`src/rtl/ofdm_sync_frame_ctrl.sv`:
```
// rtl/ofdm_sync_frame_ctrl.sv - frame controller for the OFDM symbol synchroniser
// Arms the synchroniser, gates samples into it, counts symbols and classifies frame errors.
module ofdm_sync_frame_ctrl #(
  parameter int RESET_CYCLES   = 4,
  parameter int SEARCH_TIMEOUT = 4096,
  parameter int SYMBOL_TIMEOUT = 512
) (
  input  logic        clock_clk,
  input  logic        reset_reset,
  input  logic        start,
  input  logic        abort,
  input  logic [7:0]  cfg_num_symbols,
  input  logic [31:0] asi_in0_data,
  input  logic        asi_in0_valid,
  output logic [31:0] sync_out0_data,
  output logic        sync_out0_valid,
  output logic        sync_reset,
  input  logic        sync_pre_sampling,
  input  logic        sync_valid,
  input  logic        sync_sop,
  input  logic        sync_eop,
  output logic        busy,
  output logic        frame_done,
  output logic        frame_error,
  output logic [1:0]  err_code,
  output logic [7:0]  symbol_count
);

  localparam int TMAX = (SEARCH_TIMEOUT > SYMBOL_TIMEOUT) ? SEARCH_TIMEOUT : SYMBOL_TIMEOUT;
  localparam int TW   = ($clog2(TMAX) > 4) ? $clog2(TMAX) : 4;
  localparam logic [TW-1:0] ARM_LAST    = TW'(RESET_CYCLES - 1);
  localparam logic [TW-1:0] SEARCH_LAST = TW'(SEARCH_TIMEOUT - 1);
  localparam logic [TW-1:0] SYMBOL_LAST = TW'(SYMBOL_TIMEOUT - 1);

  typedef enum logic [2:0] {
    S_IDLE, S_ARM, S_SEARCH, S_RECEIVE, S_DONE, S_ERROR
  } state_t;

  state_t        state_q, state_d;
  logic [TW-1:0] timer_q, timer_d;
  logic [7:0]    num_q, num_d;
  logic [7:0]    count_q, count_d;
  logic          in_pkt_q, in_pkt_d;
  logic [1:0]    err_q, err_d;
  logic          abort_rst_q, abort_rst_d;
  logic [31:0]   data_q;
  logic          valid_q;

  logic          sop_v, eop_v, framing_err, gate;
  logic [7:0]    count_inc;

  assign sop_v     = sync_valid && sync_sop;
  assign eop_v     = sync_valid && sync_eop;
  assign count_inc = count_q + 8'd1;
  // A single-beat sop+eop is a complete symbol when no packet is open.
  assign framing_err = (sop_v && in_pkt_q) || (eop_v && !sop_v && !in_pkt_q);

  always_ff @(posedge clock_clk) begin
    if (reset_reset) begin
      state_q <= S_IDLE;
    end else begin
      state_q <= state_d;
    end
  end

  always_comb begin
    state_d     = state_q;
    timer_d     = timer_q;
    num_d       = num_q;
    count_d     = count_q;
    in_pkt_d    = in_pkt_q;
    err_d       = err_q;
    abort_rst_d = 1'b0;
    if (abort && state_q != S_IDLE) begin
      state_d     = S_IDLE;
      abort_rst_d = 1'b1;
    end else begin
      unique case (state_q)
        S_IDLE: begin
          if (start && cfg_num_symbols != 8'd0) begin
            state_d  = S_ARM;
            timer_d  = '0;
            num_d    = cfg_num_symbols;
            count_d  = 8'd0;
            err_d    = 2'd0;
            in_pkt_d = 1'b0;
          end
        end
        S_ARM: begin
          if (timer_q == ARM_LAST) begin
            state_d = S_SEARCH;
            timer_d = '0;
          end else begin
            timer_d = timer_q + TW'(1);
          end
        end
        S_SEARCH: begin
          if (!sync_pre_sampling) begin
            state_d = S_RECEIVE;
            timer_d = '0;
          end else if (timer_q == SEARCH_LAST) begin
            state_d = S_ERROR;
            err_d   = 2'd1;
          end else begin
            timer_d = timer_q + TW'(1);
          end
        end
        S_RECEIVE: begin
          if (framing_err) begin
            state_d = S_ERROR;
            err_d   = 2'd3;
          end else begin
            if (eop_v) begin
              count_d  = count_inc;
              in_pkt_d = 1'b0;
              if (count_inc == num_q) state_d = S_DONE;
            end else if (sop_v) begin
              in_pkt_d = 1'b1;
            end
            // Any packet boundary feeds the symbol watchdog.
            if (sop_v || eop_v) begin
              timer_d = '0;
            end else if (timer_q == SYMBOL_LAST) begin
              state_d = S_ERROR;
              err_d   = 2'd2;
            end else begin
              timer_d = timer_q + TW'(1);
            end
          end
        end
        S_DONE, S_ERROR: state_d = S_IDLE;
        default:         state_d = S_IDLE;
      endcase
    end
  end

  always_comb begin
    busy        = (state_q != S_IDLE);
    frame_done  = (state_q == S_DONE);
    frame_error = (state_q == S_ERROR);
    gate        = (state_q == S_SEARCH) || (state_q == S_RECEIVE);
    sync_reset  = reset_reset || (state_q == S_ARM) || (state_q == S_ERROR) || abort_rst_q;
  end

  always_ff @(posedge clock_clk) begin
    if (reset_reset) begin
      timer_q     <= '0;
      num_q       <= 8'd0;
      count_q     <= 8'd0;
      in_pkt_q    <= 1'b0;
      err_q       <= 2'd0;
      abort_rst_q <= 1'b0;
      data_q      <= 32'd0;
      valid_q     <= 1'b0;
    end else begin
      timer_q     <= timer_d;
      num_q       <= num_d;
      count_q     <= count_d;
      in_pkt_q    <= in_pkt_d;
      err_q       <= err_d;
      abort_rst_q <= abort_rst_d;
      data_q      <= asi_in0_data;
      valid_q     <= asi_in0_valid && gate;
    end
  end

  assign sync_out0_data  = data_q;
  assign sync_out0_valid = valid_q;
  assign err_code        = err_q;
  assign symbol_count    = count_q;

endmodule

```
`config.mk`:
```
export PLATFORM = sky130hd
export DESIGN_NAME = ofdm_sync_frame_ctrl
export DESIGN_NICKNAME = d
export VERILOG_FILES = /design/src/rtl/ofdm_sync_frame_ctrl.sv
export SDC_FILE = /design/constraint.sdc
export NUM_CORES = 1
export LEC_CHECK = 0
export ABC_AREA = 1
export ABC_CLOCK_PERIOD_IN_PS = 2000
export CELL_PAD_IN_SITES_DETAIL_PLACEMENT = 1
export CELL_PAD_IN_SITES_GLOBAL_PLACEMENT = 1
export CORE_MARGIN = 2
export CORE_UTILIZATION = 28
export CTS_CLUSTER_SIZE = 16
export DETAILED_ROUTE_END_ITERATION = 6
export GPL_TIMING_DRIVEN = 0
export PLACE_DENSITY_LB_ADDON = 0.1
export SKIP_LAST_GASP = 1
export SYNTH_ARGS = -nofsm -noshare
export SYNTH_HDL_FRONTEND = slang
export SYNTH_SLANG_ARGS = --single-unit
```
`constraint.sdc`:
```
create_clock -name clock_clk -period 2 [get_ports clock_clk]
set_input_delay 0.6 -clock clock_clk [delete_from_list [all_inputs] [get_ports clock_clk]]
set_output_delay 0.6 -clock clock_clk [all_outputs]
set_load 0.01 [all_outputs]
```
Word-level counts from Yosys, hierarchy flattened
Index checks and enable logic that the tools add are counted.
{"block": "word_totals", "reg_bits": 68, "inputBits": 49, "output_inout_bits": 47, "wordCells": 97}
{"block": "classes", "add_sub_neg": 2, "eq_ne": 21, "n_mux": 35, "bitwise_logic": 1, "n_reduce_logical": 29}
{"op": "$mux 12", "n": 7}
{"op": "$pmux 12 s4", "n": 1}
{"op": "$mux 3", "n": 9}
{"op": "$mux 8", "n": 3}
{"op": "$ne 3x3->1 const B", "n": 6}
{"op": "$pmux 8 s2", "n": 1}
{"op": "$add 12x1->12 const B", "n": 1}
{"op": "$eq 12x12->1 const B", "n": 1}
{"op": "$eq 12x2->1 const B", "n": 1}
{"op": "$eq 12x9->1 const B", "n": 1}
{"op": "$mux 2", "n": 6}
{"op": "$ne 2x2->1 const B", "n": 6}
{"op": "$pmux 3 s4", "n": 1}
{"op": "$reduce_and 5->1", "n": 2}
{"op": "$add 8x1->8 const B", "n": 1}
{"op": "$eq 8x8->1", "n": 1}
{"op": "$logic_and 1x1->1", "n": 8}
{"op": "$reduce_bool 8->1", "n": 1}
{"op": "$reduce_and 7->1", "n": 1}
{"op": "$eq 3x2->1 const B", "n": 2}
{"op": "$eq 3x3->1 const B", "n": 2}
{"op": "$logic_or 1x1->1", "n": 6}
{"op": "$pmux 2 s3", "n": 1}
{"op": "$reduce_and 3->1", "n": 2}
{"op": "11 further kinds", "n": 17}

Longest topological paths before layout
{"block": "depth", "depth_word": 8, "ltp_mapped": 15, "depth_no_buf": 15}

Least setup slack after synthesis
Ideal clock, no wire load.
{"block": "synth_timing", "kind": "in2reg", "from": "input port sync_sop", "to": "register timer_q[2]", "setup_time_ns": 0.122, "arrival_time_ns": 1.740, "required_ns": 1.878, "setup_slack_ns": 0.138, "path_stages": 11, "path_buffers": 1, "cell_sequence": "o21ai_0 nand4_1 nor2_4 a21oi_2 nand2_4 inv_2 buf_6 nand2_1 nand2_1 nand2_1 nor2_1"}
{"block": "synth_via", "elab_chain_cells": 7, "elab_cells_between_ends": 13, "classes_between": "eq/ne (2); mux (3); reduce/logical (8)"}
{"element": "start, declared", "line_no": "20", "rtl": "input logic sync_sop,"}
{"element": "$logic_and 1x1->1 (*)", "line_no": "52", "rtl": "assign sop_v = sync_valid && sync_sop;"}
{"element": "$logic_not 1->1", "line_no": "56", "rtl": "assign framing_err = (sop_v && in_pkt_q) || (eop_v && !sop_v && !in_pkt_q);"}
{"element": "$logic_and 1x1->1 (2 in series)", "line_no": "56"}
{"element": "$logic_or 1x1->1", "line_no": "56"}
{"element": "$ne 2x2->1 (no line)"}
{"element": "$reduce_and 6->1 (no line)"}
{"element": "end signal, assigned", "line_no": "156", "rtl": "timer_q <= timer_d;"}
{"element": "end, declared", "line_no": "40", "rtl": "logic [TW-1:0] timer_q, timer_d;"}
Every way passes the cells marked *; elsewhere a longest branch is shown, timed or not. The select of a mux whose other input is x is not followed.
A chain may end at the register's enable or synchronous reset.

Worst setup path after layout
{"block": "layout_timing", "from": "register count_q[2], in the netlist symbol_count[2]", "to": "output port symbol_count[2]"}
{"element": "start, declared", "line_no": "42", "rtl": "logic [7:0] count_q, count_d;"}
{"element": "start signal, assigned", "line_no": "158", "rtl": "count_q <= count_d;"}
{"element": "end, declared", "line_no": "26", "rtl": "output logic [7:0] symbol_count"}
No word-level cell between the ends.

==> reports/summary.txt <==
Drt total wl: 9780 um
Critical path type: flop to primary output
Die ar.: 11900 sq um
Hold Path Class: flop to flop
Final hold viol count: 0
Share of the synthesized area in the top cell type: 44.0%
Area contributors post-synth: dfxtp_1, nand2_1, inv_1
Diode count: 0
Port Buf Inserts: 95
Async SR Flop Fraction: 0%
Required @ worst endpoint: 1.40 ns
MaxCap Viol Count: 0
Die H: 109 um
CTS Buf Count: 9
Slew margin rel.: 69.4%
Crit end category: primary output
I/O Pins: 96
Most used DFF post-synth: dfxtp_1
Routed Antenna Nets: 0
Max Fanout on Critical Path: 5
Crit path DAT: 1.35 ns
Initial Utilization: 28.7%
Clock sink count: 68
Post-Syn Area: 3090 sq um
Synthesis Warnings: 0
Utilization after layout: 43.3%
Worst path top cell family by delay: buffers and inverters
Final setup vio count: 0
FP Rows: 38
CTS tree: yes
CORE AREA: 10800 sq um
DRC: 0
Post-DP HPWL: 7210 um
CP cell instances: clkdlybuf4s50_1
Unique cell type count in the Yosys netlist: 30
Cts hold-fix bufs: 0
Tightest Pin Transition: 0.459 ns
GPL Wtd Cong: 0.813
Critical path launch point: symbol_count[2]$_SDFFE_PP0P_
CTS max path bufs: 2
Minimum clock period after layout: 1.95 ns
Global-route wire length before repair: 15700 um
Area Overhead vs Synth: 51.1%
Synthesis-stage register bit count: 68
PwrDens: 963 nW/um^2
CTS H-tree depth: 3
Maximum vdd drop: 307 uV
Worst path slowest cell: clkdlybuf4s50_1
Reg-to-reg startpoint: timer_q[0]$_SDFFE_PP0P_
Fmax achieved: 0.513 GHz
Slew Viols, Final: 0
Congestion Overflow GR: 0
Final #Nets: 614
Vias in the first global route: 3358
Unrepaired setup endpoints after global routing: true
Root buf cell: clkbuf_8
Vias/cell: 4.55
Clock skew: 0.0104 ns
GRT Total Usage: 17.1%
Cell taking the most area after synthesis: dfxtp_1
Via Count: 3218
Critical Path Max Stage Delay: 0.57 ns
Cells after synthesis: 446
Die extent in x: 109 um
Total design power: 4.50 mW
Mean Syn Cell Area: 6.93 sq um
Share of layout cells above drive strength 1: 15.8%
Post-Syn Nets: 497
Type of element launching the critical path: flop
HP Start: err_code[0]$_SDFFE_PP0P_
Sequential share of the synthesized area: 44.0%
Clock transition at path regs: 0.08 ns
Status: completed
CP Buf/Inv Count: 1
Largest net degree at the start of global routing: 13
Clk_lat worst skew: 0.35 ns
Initial antenna violation count: 0
Final period util: 97.5%
Drt first-iter violations: 106
Leak pwr: 2.04 nW
Pre-antenna DRT Iters: 4
Number of synthesized flops with an enable pin: 0
Wirelength per Cell: 13.8 um
[metrics by stage]
stage	hold slack, ns	instance area, sq um	std cells	TNS (ns)	worst slack (ns)
after floorplan	0.444	3090	446	0	0.138
after global placement	0.444	4220	681	-25.86	-0.974
after detailed placement	0.445	4220	681	-27.36	-1.00
after CTS	0.457	4530	701	-0.130	-0.106
after global routing	0.477	4670	708	-0.130	-0.0342
final	0.453	4670	708	0	0.0502
[state kept, by name, summed over array words and instances, names as in the netlist]
register         cells
timer_q             12
abort_rst_q          1
in_pkt_q             1
err_code             2
num_q                8
sync_out0_data      32
state_q              3
sync_out0_valid      1
symbol_count         8
[worst min-delay path, stage by stage, from the launching register on]
cell and delay, ns:
dfxtp_1 0.31, inv_1 0.05, a21oi_1 0.05
[what timing repair did]
| item | in CTS | in global routing |
|---|---|---|
| pin swaps | 4 | 11 |
| resized for setup | 39 | 32 |
| endpoints found under the setup margin | 33 | 22 |
| cloned | 0 | 1 |
| setup buffers | 4 | 6 |
[cells by family (layout without fill, tap and decap cells)]
family | Yosys count | count (layout) | share of synthesized area (%)
adder cells (fa/ha/maj) | 2 | 2 | 0.809
flip-flops | 68 | 68 | 44.0
AO/OA/AOI/OAI | 55 | 55 | 10.4
XOR/XNOR | 2 | 2 | 0.566
buffers and inverters | 90 | 212 | 11.6
AND/OR/NAND/NOR | 229 | 229 | 32.6
[cell usage after synthesis, types with 4 or more instances]
master	instances
a21oi_1	22
o21ai_0	22
dfxtp_1	68
clkbuf_1	4
nand2_1	90
nand3_1	39
nand2_2	5
inv_2	6
nor2_1	72
nand4_1	10
inv_1	75
nor3_1	4
[per-layer routing]
metal  up-vias  GRT usage (%)  wire (um)
li1       1631              -          -
met1      1502           20.8       4520
met2        73           28.0       4440
met3        12           6.04        672
met4         0           6.04        151
met5         -              0          0
[final timing paths]
kind / end / slack, ns / cells past startpoint
worst max-delay path: symbol_count[2] / 0.05 / 1
worst min-delay path: err_code[0]$_SDFFE_PP0P_ / 0.45 / 2
worst max register to register: timer_q[3]$_SDFFE_PP0P_ / 0.07 / 14
worst min register to register: err_code[0]$_SDFFE_PP0P_ / 0.45 / 2
[final cells by class]
class                   instances  area [sq um]
fillers                      1330          6120
multi-input cells             288          1490
flip-flops and latches         68          1380
repair buffers                106          1040
inverters                      81           307
well taps                     140           175
clock buffers                  10           128
clock inverters                 6          88.8
plain buffers                   9          68.8
[placed cells by master (no fill, tap or decap), types with 4 or more instances in the layout]
cell type        instances
nor2_2                   7
o21ai_1                  7
a21oi_1                 22
clkdlybuf4s50_1         84
nand3_1                 36
nand4_1                 10
nand2_2                 12
inv_1                   73
dfxtp_2                  5
dlygate4sd2_1            6
dfxtp_1                 60
nand2_4                  4
clkbuf_8                10
buf_4                   11
nor2_4                   4
inv_2                    7
nand2_1                 80
nor2_1                  65
o21ai_0                 16
nor3_1                   4
[power breakdown]
part	internal [mW]	leakage, nW	total (mW)	switching, mW
clock	0.703	0.102	1.27	0.570
combinational	0.680	1.37	1.61	0.930
sequential	1.52	0.565	1.62	0.0979
total	2.90	2.04	4.50	1.60
(Power assumes the default switching activity.)
